<file path="config.mk">
export PLATFORM = sky130hd
export DESIGN_NAME = pipeline_ctrl
export DESIGN_NICKNAME = d
export VERILOG_FILES = /design/src/rtl/pipe_pkg.sv /design/src/rtl/hazard_detect.sv /design/src/rtl/pipeline_ctrl.sv
export SDC_FILE = /design/constraint.sdc
export NUM_CORES = 1
export LEC_CHECK = 0
export ABC_CLOCK_PERIOD_IN_PS = 1900
export CAP_MARGIN = 20
export CORE_MARGIN = 1
export CORE_UTILIZATION = 40
export CTS_BUF_LIST = sky130_fd_sc_hd__clkbuf_16
export DETAILED_ROUTE_END_ITERATION = 16
export DONT_BUFFER_PORTS = 1
export MAX_ROUTING_LAYER = met4
export PLACE_DENSITY_LB_ADDON = 0.08
export REMOVE_ABC_BUFFERS = 1
export SETUP_SLACK_MARGIN = 0.3
export SYNTH_ARGS = -nofsm -noshare
export SYNTH_HDL_FRONTEND = slang
export SYNTH_SLANG_ARGS = --single-unit
export TNS_END_PERCENT = 50
</file>
<file path="constraint.sdc">
create_clock -name clk -period 1.9 [get_ports clk]
set_clock_uncertainty 0.05 [all_clocks]
set_input_delay 0.285 -clock clk [delete_from_list [all_inputs] [get_ports clk]]
set_output_delay 0.285 -clock clk [all_outputs]
set_load 0.05 [all_outputs]
</file>
<file path="src/rtl/pipe_pkg.sv">
// Shared definitions for the RV32I pipeline sequencing controller.
//   - RV32I major opcode constants used for operand-usage decode
//   - controller state enum
//   - ctrl_t: bundle of stage enables / flushes driven by pipeline_ctrl
package pipe_pkg;

  localparam logic [6:0] OP     = 7'b0110011;
  localparam logic [6:0] OP_IMM = 7'b0010011;
  localparam logic [6:0] BRANCH = 7'b1100011;
  localparam logic [6:0] JAL    = 7'b1101111;
  localparam logic [6:0] LOAD   = 7'b0000011;
  localparam logic [6:0] STORE  = 7'b0100011;

  typedef enum logic [1:0] {
    RUN      = 2'd0,
    MEM_WAIT = 2'd1,
    FAULT    = 2'd2
  } state_e;

  typedef struct packed {
    logic pc_write;
    logic pc_sel;
    logic if_id_write;
    logic if_id_flush;
    logic id_ex_write;
    logic id_ex_flush;
    logic ex_mem_write;
    logic mem_wb_flush;
  } ctrl_t;

  // Field order: pc_write pc_sel if_id_write if_id_flush
  //              id_ex_write id_ex_flush ex_mem_write mem_wb_flush
  localparam ctrl_t CTRL_NORMAL   = 8'b1_0_1_0_1_0_1_0;
  localparam ctrl_t CTRL_RESET    = 8'b0_0_0_1_0_1_0_1;
  localparam ctrl_t CTRL_FAULT    = 8'b0_0_0_0_0_1_0_1;
  localparam ctrl_t CTRL_MEMSTALL = 8'b0_0_0_0_0_0_0_1;
  // IF/ID and ID/EX both squashed; EX keeps going so the branch retires.
  localparam ctrl_t CTRL_REDIRECT = 8'b1_1_1_1_1_1_1_0;
  // Hold PC and IF/ID, inject one bubble into ID/EX.
  localparam ctrl_t CTRL_LOADUSE  = 8'b0_0_0_0_1_1_1_0;

endpackage

</file>
<file path="src/rtl/hazard_detect.sv">
// Load-use hazard detector (purely combinational).
// Ports:
//   opcode, rs1, rs2 : fields of the instruction sitting in IF/ID
//   ex_memread, ex_rd: the instruction in EX is a load, and its destination
//   load_use         : IF/ID consumes a register the EX load has not produced yet
module hazard_detect
  import pipe_pkg::*;
(
  input  logic [6:0] opcode,
  input  logic [4:0] rs1,
  input  logic [4:0] rs2,
  input  logic       ex_memread,
  input  logic [4:0] ex_rd,
  output logic       load_use
);

  logic rs1_used, rs2_used;

  // JAL has no source registers; only R-type, branches and stores read rs2.
  assign rs1_used = (opcode != JAL);
  assign rs2_used = (opcode == OP) || (opcode == BRANCH) || (opcode == STORE);

  // x0 is hardwired zero, so a load into x0 never creates a dependency.
  assign load_use = ex_memread && (ex_rd != 5'd0) &&
                    ((rs1_used && (rs1 == ex_rd)) || (rs2_used && (rs2 == ex_rd)));

endmodule

</file>
<file path="src/rtl/pipeline_ctrl.sv">
// Sequencing controller for the 5-stage RV32I pipeline.
// Resolves, in priority order, memory-wait timeout fault, MEM data-memory
// stalls, EX redirects and IF/ID load-use hazards, and drives the stage
// enables/flushes combinationally. Keeps stall/redirect performance counters.
// Ports:
//   clk, rst                      : clock, synchronous active-high reset
//   ID_opcode, ID_rs1, ID_rs2     : IF/ID instruction fields
//   ID_EX_memread, ID_EX_rd       : load in EX and its destination
//   EX_redirect                   : taken branch / JAL resolved in EX
//   EX_MEM_memreq, MEM_ready      : MEM data access and its completion
//   pc_write .. MEM_WB_flush      : stage enables / flushes
//   mem_fault                     : sticky halt after a memory timeout
//   stall_cycles, flush_events    : performance counters (wrap, freeze in fault)
module pipeline_ctrl
  import pipe_pkg::*;
#(
  parameter int MEM_TIMEOUT = 16,
  parameter int CNT_W       = 32
) (
  input  logic             clk,
  input  logic             rst,
  input  logic [6:0]       ID_opcode,
  input  logic [4:0]       ID_rs1,
  input  logic [4:0]       ID_rs2,
  input  logic             ID_EX_memread,
  input  logic [4:0]       ID_EX_rd,
  input  logic             EX_redirect,
  input  logic             EX_MEM_memreq,
  input  logic             MEM_ready,
  output logic             pc_write,
  output logic             pc_sel,
  output logic             IF_ID_write,
  output logic             IF_ID_flush,
  output logic             ID_EX_write,
  output logic             ID_EX_flush,
  output logic             EX_MEM_write,
  output logic             MEM_WB_flush,
  output logic             mem_fault,
  output logic [CNT_W-1:0] stall_cycles,
  output logic [CNT_W-1:0] flush_events
);

  localparam int WCW = $clog2(MEM_TIMEOUT) + 1;

  state_e         state;
  logic [WCW-1:0] wait_cnt;
  logic           load_use, mem_stall;
  logic           act_stall, act_redirect;
  ctrl_t          ctrl;

  hazard_detect u_hazard (
    .opcode     (ID_opcode),
    .rs1        (ID_rs1),
    .rs2        (ID_rs2),
    .ex_memread (ID_EX_memread),
    .ex_rd      (ID_EX_rd),
    .load_use   (load_use)
  );

  assign mem_stall = EX_MEM_memreq && !MEM_ready;

  // Conditions actually acted on this cycle (a full freeze holds any
  // redirect/load-use; a redirect discards wrong-path load-use).
  assign act_redirect = !mem_stall && EX_redirect;
  assign act_stall    = mem_stall || (!EX_redirect && load_use);

  always_comb begin
    ctrl = CTRL_NORMAL;
    if (rst)                    ctrl = CTRL_RESET;
    else if (state == FAULT)    ctrl = CTRL_FAULT;
    else if (mem_stall)         ctrl = CTRL_MEMSTALL;
    else if (EX_redirect)       ctrl = CTRL_REDIRECT;
    else if (load_use)          ctrl = CTRL_LOADUSE;
  end

  assign pc_write     = ctrl.pc_write;
  assign pc_sel       = ctrl.pc_sel;
  assign IF_ID_write  = ctrl.if_id_write;
  assign IF_ID_flush  = ctrl.if_id_flush;
  assign ID_EX_write  = ctrl.id_ex_write;
  assign ID_EX_flush  = ctrl.id_ex_flush;
  assign EX_MEM_write = ctrl.ex_mem_write;
  assign MEM_WB_flush = ctrl.mem_wb_flush;

  // wait_cnt counts stall cycles so far; the timeout fires on the
  // MEM_TIMEOUT-th consecutive stall cycle.
  always_ff @(posedge clk) begin
    if (rst) begin
      state     <= RUN;
      wait_cnt  <= '0;
      mem_fault <= 1'b0;
    end else begin
      case (state)
        RUN: if (mem_stall) begin
          state    <= MEM_WAIT;
          wait_cnt <= WCW'(1);
        end
        MEM_WAIT: begin
          if (MEM_ready) begin
            state    <= RUN;
            wait_cnt <= '0;
          end else if (mem_stall && (wait_cnt == WCW'(MEM_TIMEOUT - 1))) begin
            state     <= FAULT;
            mem_fault <= 1'b1;
          end else begin
            wait_cnt <= wait_cnt + 1'b1;
          end
        end
        FAULT:   mem_fault <= 1'b1;
        default: state <= RUN;
      endcase
    end
  end

  always_ff @(posedge clk) begin
    if (rst) begin
      stall_cycles <= '0;
      flush_events <= '0;
    end else if (state != FAULT) begin
      if (act_stall)    stall_cycles <= stall_cycles + 1'b1;
      if (act_redirect) flush_events <= flush_events + 1'b1;
    end
  end

endmodule

</file>
# == Yosys cells after proc, flatten, opt, wreduce, memory -nomap -nowiden ==
# Cells that the tools add are included.
# Widths: inputs -> output; s select.
# totals
output_inout_bits,73
reg_bits,72
word_cells,64
# op_classes
n_eq_ne,15
n_mux,16
add_sub_neg,3
reduce_logical,24
n_bitwise,1
# op_table
cell,n
$add 32x1->32 const B,2
$mux 8,5
$mux 5,3
$eq 7x6->1 const B,2
$eq 5x5->1,2
$pmux 5 s2,1
$reduce_and 3->1,3
$logic_and 1x1->1,8
$ne 2x2->1 const B,4
$eq 7x7->1 const B,1
$ne 7x7->1 const B,1
$mux 2,3
$ne 3x3->1 const B,2
$pmux 2 s3,1
$add 5x1->5 const B,1
$eq 5x4->1 const B,1
$reduce_bool 5->1,1
$logic_or 1x1->1,4
$reduce_and 2->1,2
$reduce_bool 2->1,2
$logic_not 1->1,3
$eq 2x1->1 const B,1
$eq 2x2->1 const B,1
$logic_not 2->1,1
other kinds (3),4

# == Longest topological paths before layout ==
# logic_depth
word_depth,11
ltp_mapped,9
mapped_depth_nobuf,9

# == Cells and area by module ==
# From an unflattened synthesis, not the netlist that was laid out.
# unflattened
hier_cells,466
area_unflattened_um2,3992.6
# by_module_without_submodules
mod,n_inst,cells_each,area_each_um2
pipeline_ctrl,1,445,3837.4
hazard_detect,1,21,155.1

# == Worst setup path before layout ==
# Ideal clock, no wire load.
# synth_path
path_kind,register -> output
from,register state[0]
to,output port pc_write
path_slack_ps,-1084
required_ps,1565
path_stages_with_launch,6
t_arrival_ps,2649
cell_sequence,dfxtp_1 clkbuf_1 nor2b_1 nor3_1 and2_2 buf_4
# synth_between
elab_chain_len,3
# synth_rtl
item,line_no,rtl
start: declaration,pipeline_ctrl.sv:45,state_e state;
start signal: assignment,pipeline_ctrl.sv:89,state <= RUN;
start signal: assignment,pipeline_ctrl.sv:95,state <= MEM_WAIT;
start signal: assignment,pipeline_ctrl.sv:100,state <= RUN;
$eq 2x2->1,pipeline_ctrl.sv:70,else if (state == FAULT) ctrl = CTRL_FAULT;
$mux 8,pipeline_ctrl.sv:70,
$mux 8,pipeline_ctrl.sv:69,if (rst) ctrl = CTRL_RESET;
end: declaration,pipeline_ctrl.sv:30,"output logic pc_write,"
# No other way between the ends.

# == Worst setup path in the final report ==
# layout_path
from,input port ID_opcode[6]
to,output port ID_EX_flush
# layout_between
elab_chain_len,11
word_cells_on_any_way,15
classes_between,4 x eq/ne; 5 x mux; 6 x reduce/logical
# layout_rtl
item,line_no,rtl
start: declaration,pipeline_ctrl.sv:22,"input logic [6:0] ID_opcode,"
$eq 7x6->1 / $eq 7x7->1 (equally long branches),hazard_detect.sv:21,assign rs2_used = (opcode == OP) || (opcode == BRANCH) || (opcode == STORE);
$logic_or 1x1->1 (2 in series),hazard_detect.sv:21,
$logic_and 1x1->1,hazard_detect.sv:25,((rs1_used && (rs1 == ex_rd)) || (rs2_used && (rs2 == ex_rd)));
$logic_or 1x1->1 *,hazard_detect.sv:25,
$logic_and 1x1->1 *,hazard_detect.sv:24,assign load_use = ex_memread && (ex_rd != 5'd0) &&
$mux 8 *,pipeline_ctrl.sv:73,else if (load_use) ctrl = CTRL_LOADUSE;
$mux 8 *,pipeline_ctrl.sv:72,else if (EX_redirect) ctrl = CTRL_REDIRECT;
$mux 8 *,pipeline_ctrl.sv:71,else if (mem_stall) ctrl = CTRL_MEMSTALL;
$mux 8 *,pipeline_ctrl.sv:70,
$mux 8 *,pipeline_ctrl.sv:69,
end: declaration,pipeline_ctrl.sv:35,"output logic ID_EX_flush,"
# Mark *: on every way between the ends. The rest lies on a longest branch, timed or not.

==> impl_metrics.ini <==
[setup_path]
slowest_delay_ns = 0.43
path_cells = a2111o_1 > nor4_4 > buf_4 > nor2_2 > nor2_1 > o21ai_1 > nand2_2 > buf_12
arrival_ns = 1.51
cp_slowest_cell = a2111o_1
end_kind = output pin
cp_data_required_time_ns = 1.56
crit_type = in2out
worstSetupStartpointType = primary input
crit_fanout = 2

[floorplan]
die_w_microns = 96.9
coreArea_sq_um = 8720
die_area_sq_um = 9390
initial_core_util_pct = 41.3
die_h_microns = 96.9
io_pins = 101
std_cell_rows = 34

[route]
drt_pass1_iterations = 4
drt_iter0_markers = 64
post_drt_wl_per_cell_microns = 14.6
viasPerCell = 5.09
wl_met3_microns = 621
top_layer_used = met4
wl_met2_mm = 4.57
antenna_left = 0
drcViolationCount = 0
wl_met1_mm = 3.99
vias = 3240
totalWireLength_mm = 9.31

[clock_network]
cts_root_buf = clkbuf_16
tritoncts = done
cts_hold_buffers = 1
cts.sinks = 72
cts_inserted_buffers = 9
h-tree-depth = 3
cts_buffer_depth = 2
clk_latency_ns = 0.33
clk_pin_slew_ns = 0.06

[synth]
ys_seq_area_share_pct = 40.0
yosys.area.top_type = dfxtp_1
synthDistinctLibCells = 50
synth_edf_count = 0
synthArstFlopShare_pct = 0
syn_area_sq_um = 3600
ys_warn_count = 0
synth_ff_type = dfxtp_1
synth-seq-cells = 72
ys_top_cells_by_area = dfxtp_1, xor2_1, nor2_1
synth_cells = 415
avgSynthCellArea_sq_um = 8.68
synth_top_area_share_pct = 40.0

[timing]
rsz0062_at_grt = yes
worst_slew_pin_slew_ns = 0.535
relSlewSlack_pct = 64.3
hold_slack_ns = -0.0297
fin_crit_ns = 1.84
fin_ws_ns = 0.0555
final_hold_viol_count = 6
period_share_pct = 97.1
max_freq_ghz = 0.542
finalSetupViolations = 0
drv_slew = 0

[cells_and_area]
layout_common_cells = buf_4, nor2_1, dfxtp_1
syn2layout_area_growth_pct = 50.5
layout_commonest_cell = buf_4
drive_gt1_share_pct = 42.0
fin_util_pct = 62.1
stdcell_area_sq_um = 5420
fillers = 753
layout.nets = 555
diodes = 0

[placement]
placed_cell_area_sq_um = 4470
place.gp.congestion = 0.751
dp_hpwl_mm = 6.41
place_ws_ns = -0.222
io_buffers = 0

[worst_hold_path]
hold_path.class = in2reg

[global_route]
grt_util_all_layers_pct = 20.6
grt_pass1_wl_mm = 15.3
grt_pass1_vias = 3291
grt_max_degree = 71
grt-ovfl-total = 0
antenna_found_initial = 0

[pwr]
worst_ir_drop_vdd_mv = 0.467
leakage_uw = 0.00206
power_per_cell_area_nw_per_um2 = 668
finalPower_uw = 3620

[job]
maxCapViolCount = 0

[status]
failed_checks = hold timing
status = finished with violations
[per-stage QoR]
stage                     std cells  TNS (ns)
after detailed placement        601     -4.70
after CTS                       628   -0.0792
after global placement          601     -3.60
after global routing            636   -0.0531
after floorplan                 396    -24.59
final                           636         0
[final timing paths]
| kind | start | endpoint | slack [ns] | cells past startpoint |
|---|---|---|---|---|
| setup / recovery | ID_opcode[6] | ID_EX_flush | 0.06 | 8 |
| hold / removal | rst | flush_events[22]$_SDFFE_PP0P_ | -0.03 | 1 |
| setup reg to reg | stall_cycles[6]$_SDFFE_PP0P_ | stall_cycles[26]$_SDFFE_PP0P_ | 0.13 | 8 |
| hold reg to reg | wait_cnt[4]$_SDFFE_PP0P_ | wait_cnt[4]$_SDFFE_PP0P_ | 0.44 | 2 |
[where the power goes]
| part | switching (uW) | internal, uW | total (uW) |
|---|---|---|---|
| clock network | 659 | 1150 | 1810 |
| registers | 8.23 | 1520 | 1530 |
| logic | 162 | 121 | 283 |
| total | 830 | 2790 | 3620 |
[worst max-delay path, delay by kind of cell]
kind / cells / cell delay, ns
simple gates: 4 / 0.41
buf+inv: 2 / 0.30
compound gates: 2 / 0.50
[registers in the layout, indices dropped and copies added (netlist names)]
name	flops
mem_fault	1
wait_cnt	5
stall_cycles	32
flush_events	32
state	2
[layer usage]
layer	vias up	GRT usage [%]
met2	87	33.9
met5	-	-
li1	1630	-
met4	0	7.00
met3	12	5.56
met1	1511	24.2
[area by class of cell]
| class | instances | area, sq um | area share (%) |
|---|---|---|---|
| clock inverters | 7 | 93.8 | 1.73 |
| multi-input cells | 314 | 2420 | 44.7 |
| inverters | 10 | 40.0 | 0.739 |
| flip-flops and latches | 72 | 1460 | 27.0 |
| clock buffers | 9 | 225 | 4.16 |
| repair buffers | 116 | 1040 | 19.2 |
| well taps | 108 | 135 | 2.49 |
[repair_timing]
| item | in CTS | in global routing |
|---|---|---|
| buffers inserted | 10 | 7 |
| gates resized for setup | 54 | 66 |
| setup endpoints to repair | 60 | 69 |
| hold endpoints to repair | 66 | 63 |
| pin swaps | 41 | 70 |
| cloned | 0 | 1 |
[synthesized netlist by cell type (2+ instances only)]
| cell | instances |
|---|---|
| a2111oi_4 | 2 |
| a211oi_1 | 12 |
| a21oi_1 | 9 |
| and2_0 | 2 |
| and2_1 | 7 |
| and3_1 | 9 |
| and4_1 | 3 |
| buf_2 | 4 |
| buf_4 | 2 |
| clkbuf_1 | 11 |
| dfxtp_1 | 72 |
| ha_1 | 4 |
| inv_1 | 10 |
| mux2i_1 | 2 |
| nand2_1 | 27 |
| nand2b_1 | 3 |
| nand3_1 | 19 |
| nand4_1 | 12 |
| nor2_1 | 82 |
| nor2b_1 | 3 |
| nor3_1 | 5 |
| nor4_1 | 3 |
| nor4_4 | 2 |
| o2111ai_1 | 5 |
| o211ai_1 | 5 |
| o21ai_0 | 6 |
| xnor2_1 | 31 |
| xor2_1 | 41 |
[logic make-up after synthesis]
kind of cell    synth area share [%]
compound gates                  11.4
xor+xnor                        17.5
fa+ha+maj                       1.39
buf+inv                         3.61
flops                           40.0
mux                            0.869
simple gates                    25.2
Note: power is estimated with default switching activity, not from simulation.
